==> config.mk <==
export PLATFORM = sky130hd
export DESIGN_NAME = lut_sweep_flat
export DESIGN_NICKNAME = d
export VERILOG_FILES = /design/src/rtl/lut_sweep_pkg.sv /design/src/rtl/lut_sweep_if.sv /design/src/rtl/lut_sweep.sv /design/src/flat_wrapper.sv
export SDC_FILE = /design/constraint.sdc
export NUM_CORES = 1
export LEC_CHECK = 0
export ABC_AREA = 1
export CORE_MARGIN = 5
export CORE_UTILIZATION = 30
export DETAILED_ROUTE_END_ITERATION = 8
export SYNTH_ARGS = -nofsm -noshare
export SYNTH_HDL_FRONTEND = slang
export SYNTH_SLANG_ARGS = --single-unit
==> constraint.sdc <==
create_clock -name clk -period 1.7 [get_ports clk]
set_input_delay 0.34 -clock clk [delete_from_list [all_inputs] [get_ports clk]]
set_output_delay 0.34 -clock clk [all_outputs]
set_load 0.02 [all_outputs]
==> src/rtl/lut_sweep_pkg.sv <==
// Shared definitions for the truth-table sweeper.
package lut_sweep_pkg;

  // Largest supported input count.
  localparam int unsigned N_MAX = 8;

  // State encodings kept as explicit constants so they stay bit-compatible with older code.
  localparam logic [1:0] ST_IDLE  = 2'd0;
  localparam logic [1:0] ST_SWEEP = 2'd1;
  localparam logic [1:0] ST_DONE  = 2'd2;

  typedef enum logic [1:0] {
    IDLE  = ST_IDLE,
    SWEEP = ST_SWEEP,
    DONE  = ST_DONE
  } state_t;

endpackage

==> src/rtl/lut_sweep_if.sv <==
// Configuration, control and row-stream signals of lut_sweep.
interface lut_sweep_if #(
  parameter int unsigned N = 3
);
  logic                 cfg_we;
  logic [(1<<N)-1:0]    cfg_mask;
  logic                 start;
  logic                 only_ones;
  logic                 out_valid;
  logic                 out_ready;
  logic [N-1:0]         out_x;
  logic                 out_s;
  logic                 busy;
  logic                 done;
  logic [N:0]           ones_count;

  // Configuration source / row consumer side.
  modport master (
    output cfg_we, cfg_mask, start, only_ones, out_ready,
    input  out_valid, out_x, out_s, busy, done, ones_count
  );

  // Sweeper side.
  modport slave (
    input  cfg_we, cfg_mask, start, only_ones, out_ready,
    output out_valid, out_x, out_s, busy, done, ones_count
  );
endinterface

==> src/rtl/lut_sweep.sv <==
// N-input boolean function held as a minterm mask, swept row by row over a valid/ready stream.
module lut_sweep
  import lut_sweep_pkg::*;
#(
  parameter int unsigned       N          = 3,
  parameter logic [(1<<N)-1:0] RESET_MASK = 8'h45
) (
  input  logic       clk,
  input  logic       rst,
  lut_sweep_if.slave io
);

  localparam logic [N:0] LAST = (N+1)'((1 << N) - 1);

  state_t            state;
  logic [N:0]        idx;
  logic [(1<<N)-1:0] mask;
  logic              mode;
  logic [N:0]        count;

  logic sweep;
  logic sel;
  logic valid;
  logic advance;
  logic last;

  // Row selection and step decision; everything here is a function of registers except
  // advance, which only feeds state updates, never an output.
  always_comb begin
    sweep   = (state == SWEEP);
    sel     = mask[idx[N-1:0]];
    valid   = sweep && (!mode || sel);
    advance = sweep && (!valid || io.out_ready);
    last    = (idx == LAST);
  end

  assign io.out_valid  = valid;
  assign io.out_x      = sweep ? idx[N-1:0] : '0;
  assign io.out_s      = sweep & sel;
  assign io.busy       = sweep;
  assign io.done       = (state == DONE);
  assign io.ones_count = count;

  // FSM, mask register, row index and ones counter.
  always_ff @(posedge clk or posedge rst) begin
    if (rst) begin
      state <= IDLE;
      idx   <= '0;
      mask  <= RESET_MASK;
      mode  <= 1'b0;
      count <= '0;
    end else begin
      case (state)
        IDLE: begin
          if (io.cfg_we) mask <= io.cfg_mask;
          if (io.start) begin
            mode  <= io.only_ones;
            idx   <= '0;
            count <= '0;
            state <= SWEEP;
          end
        end
        SWEEP: begin
          if (advance) begin
            if (valid && sel) count <= count + 1'b1;
            if (last) state <= DONE;
            else      idx   <= idx + 1'b1;
          end
        end
        DONE:    state <= IDLE;
        default: state <= IDLE;
      endcase
    end
  end

endmodule

==> src/flat_wrapper.sv <==
// flat-port wrapper written by rule: the top's interface ports become plain ports
module lut_sweep_flat import lut_sweep_pkg::*;
#(
  parameter int unsigned       N          = 3,
  parameter logic [(1<<N)-1:0] RESET_MASK = 8'h45
)
  (clk, rst, io_cfg_we, io_cfg_mask, io_start, io_only_ones, io_out_ready, io_out_valid, io_out_x, io_out_s, io_busy, io_done, io_ones_count);
  lut_sweep_if #(.N(N)) io_i ();
  input  logic clk;
  input  logic rst;
  input wire logic [$bits(io_i.cfg_we)-1:0] io_cfg_we;
  input wire logic [$bits(io_i.cfg_mask)-1:0] io_cfg_mask;
  input wire logic [$bits(io_i.start)-1:0] io_start;
  input wire logic [$bits(io_i.only_ones)-1:0] io_only_ones;
  input wire logic [$bits(io_i.out_ready)-1:0] io_out_ready;
  output wire logic [$bits(io_i.out_valid)-1:0] io_out_valid;
  output wire logic [$bits(io_i.out_x)-1:0] io_out_x;
  output wire logic [$bits(io_i.out_s)-1:0] io_out_s;
  output wire logic [$bits(io_i.busy)-1:0] io_busy;
  output wire logic [$bits(io_i.done)-1:0] io_done;
  output wire logic [$bits(io_i.ones_count)-1:0] io_ones_count;
  assign io_i.cfg_we = io_cfg_we;
  assign io_i.cfg_mask = io_cfg_mask;
  assign io_i.start = io_start;
  assign io_i.only_ones = io_only_ones;
  assign io_i.out_ready = io_out_ready;
  assign io_out_valid = io_i.out_valid;
  assign io_out_x = io_i.out_x;
  assign io_out_s = io_i.out_s;
  assign io_busy = io_i.busy;
  assign io_done = io_i.done;
  assign io_ones_count = io_i.ones_count;
  lut_sweep #(.N(N), .RESET_MASK(RESET_MASK)) u_core (.clk(clk), .rst(rst), .io(io_i));
endmodule
==> flow_summary_export.csv <==
group,metric,value,unit
critical_path,reg2reg_to,"u_core.idx[3]",
timing,fin_crit,1.68,ns
cts,cts.clk_slew.worst_paths,0.11,ns
critical_path,reg2reg_depth,8,
finish,drive_gt1_share,36.8,%
synthesis,synth_fp_nets,141,
run,drv_cap,0,
synthesis,synth.avg_cell_area,8.56,sq um
critical_path,crit_cells,6,
pwr,p_per_area,1880,nW/um^2
finish,layout_common_cells,"nand2_1 (27), buf_4 (22), clkdlybuf4s50_1 (14), dfrtp_1 (14), nor2_1 (13)",
critical_path,r2r_slack,0.17,ns
timing,fmax,0.595,GHz
synthesis,netlist_area,1070,sq um
floorplanning,die_w,69.7,microns
placed_design,dpl-instance-area,1490,sq um
pwr,vdd_ir_drop_max,0.000416,V
placed_design,gp_congestion,0.844,
drt,viasPerCell,4.46,
critical_path,critPathKind,"register to output port",
drt,drc,0,
timing,setup_viol_count_final,0,
cts,insertion_delay,0.30,ns
finish,layout.nets,188,
floorplanning,rows,21,
run_status,outcome,"finished, final reports clean",
drt,vias,968,
critical_path,critPathTopFamily,"flip-flops",
floorplanning,die-area,4860,sq um
grt,track_usage,10.6,%
timing,skew,0.00181,ns
synthesis,ys_types,29,
critical_path,path_common_cell,"nand3_4",
critical_path,critPathBufInv,2,
critical_path,slowest_stage,"dfrtp_2",
drt,routed_wirelength,2440,microns
critical_path,r2r_start,"u_core.idx[0]",
timing,finalHoldViolations,0,
floorplanning,fp.coreArea,3390,sq um
timing,final-max-slew-violation-count,0,
finish,design_area,1570,sq um
pwr,p_total,2.96,mW
floorplanning,io-pin-count,25,
grt,grt_pass1_wl,4240,microns
floorplanning,die_y,69.7,microns
drt,ant_nets,0,
grt,grt_max_degree,12,
cts,cts_tree,"built",
grt,grt_pass1_vias,965,
grt,grt_remaining_overflow,0,
cts,cts.sinks,19,
floorplanning,start_util,31.6,%
cts,h-tree-depth,1,
critical_path,cp-end-kind,"output port",
cts,cts_buffers,3,
grt,antenna_found_initial,0,
critical_path,crit_chain,"inv_4, nand2_1, nand3_1, nand3_4, nand3_4, buf_6",
drt,drt_iter0_drc,31,
critical_path,crit_path_max_fanout,6,
hold_path,min-delay-path-class,"primary input to asynchronous set/reset pin",
placed_design,dp_hpwl,1940,microns
synthesis,synthCells,125,
finish,nFillCells,316,
synthesis,yosysWarnings,0,
drt,routedWlPerCell,11.2,microns
cts,ctsRootBufferMaster,"clkbuf_4",
drt,dr.pass1.iters,6,
synthesis,yosysSeqAreaShare,44.8,%
finish,syn_to_final_growth,47.0,%
placed_design,portBuffers,24,
timing,tightest_slew,0.346,ns
critical_path,cp.arrival,1.34,ns
timing,relSlewSlack,76.9,%
pwr,leakagePower,0.773,nW
critical_path,cp.required,1.36,ns
finish,layout.cells.most_common,"nand2_1",
critical_path,slowest_delay,0.47,ns
cts,clock_path_buffers,2,
synthesis,ys_ff_latch,19,
timing,rsz0062_at_grt,"yes",
finish,insertedDiodeCount,0,
critical_path,critPathLaunchType,"register",
timing,period_share,98.8,%
[cell usage after synthesis]
master    count  share of area [%]
nand3_4       3                4.9
nand3_2       1               0.94
dfstp_2       3                7.4
buf_2         1               0.47
o21ai_1       4                1.9
nor2_4        1                1.1
dfrtp_1      16                 37
nand2_4       1                1.1
nor2_2        1               0.59
xnor2_1       1               0.82
inv_2         2               0.70
nor4_1        1               0.59
buf_6         1                1.1
mux2_2        2                2.1
inv_1        11                3.9
or2_2         1               0.59
nand2_1      31                 11
nor3_1        1               0.47
nor2_1       15                5.3
nand2_2       1               0.59
clkinv_2      1               0.47
o21ai_0       2               0.94
mux2_1        2                2.1
ha_1          2                2.3
xor2_1        1               0.82
nand3_1       6                2.8
a21oi_1       8                3.7
nand4_1       4                2.3
nand2_8       1                1.9
[how the worst max path moves through the flow]
stage	from	to	slack [ns]
after floorplan	u_core.idx[2]	io_out_s	0.30
after global placement	u_core.state[1]	io_out_valid	-0.14
after detailed placement	u_core.state[1]	io_out_valid	-0.16
after CTS	u_core.state[1]	io_out_x[2]	-0.07
after global routing	u_core.idx[0]	io_out_valid	-0.05
final	u_core.idx[0]	io_out_valid	0.02
[sequential cells by signal, indices dropped and copies added, names as in the netlist]
signal and flops:
u_core.mask 8, u_core.state 2, u_core.io.ones_count 4, u_core.idx 4, u_core.mode 1
[report_power, final]
| group | total [mW] | internal [mW] | leakage [nW] | switching, mW |
|---|---|---|---|---|
| logic | 1.89 | 0.871 | 0.533 | 1.02 |
| registers | 0.842 | 0.681 | 0.225 | 0.161 |
| clock network | 0.230 | 0.0915 | 0.0150 | 0.139 |
[final cells by class]
| type | instances | area, sq um | share of cell area, % |
|---|---|---|---|
| multi-input combinational | 90 | 572 | 36.4 |
| sequential | 19 | 482 | 30.6 |
| timing repair buffer | 44 | 379 | 24.1 |
| tap | 46 | 57.6 | 3.66 |
| inverter | 14 | 56.3 | 3.58 |
| clock buffer | 4 | 26.3 | 1.67 |
[routing by layer]
layer  global-route usage (%)  routed length, microns
met1                     12.6                    1060
met2                     18.5                    1270
met3                     1.74                      64
met4                     5.11                      39
met5                        0                       0
[cell families after synthesis]
| logic type | count (synthesis) | synth area share [%] |
|---|---|---|
| AO/OA/AOI/OAI | 14 | 6.55 |
| XOR/XNOR | 2 | 1.64 |
| adder cells (fa/ha/maj) | 2 | 2.34 |
| buffers and inverters | 16 | 6.55 |
| flip-flops | 19 | 44.8 |
| multiplexers | 4 | 4.21 |
| AND/OR/NAND/NOR | 68 | 33.9 |
[per-stage QoR]
step           util (%)  worst slack (ns)  cells  TNS (ns)  hold WS, ns
2_1_floorplan         -             0.297    125         0        0.289
3_3_place_gp       44.1            -0.140    212    -0.381        0.471
3_5_place_dp       44.1            -0.164    212    -0.504        0.471
4_1_cts            44.3           -0.0684    216    -0.121        0.322
5_1_grt            46.4           -0.0528    217    -0.104        0.342
6_report           46.4            0.0198    217         0        0.309
[what timing repair did]
action	4_1_cts	5_1_grt
resized for setup	30	27
buffers inserted	0	1
endpoints found under the setup margin	9	8
hold buffers	0	0
pin swaps	0	4
Note: power is estimated with default switching activity, not from simulation.
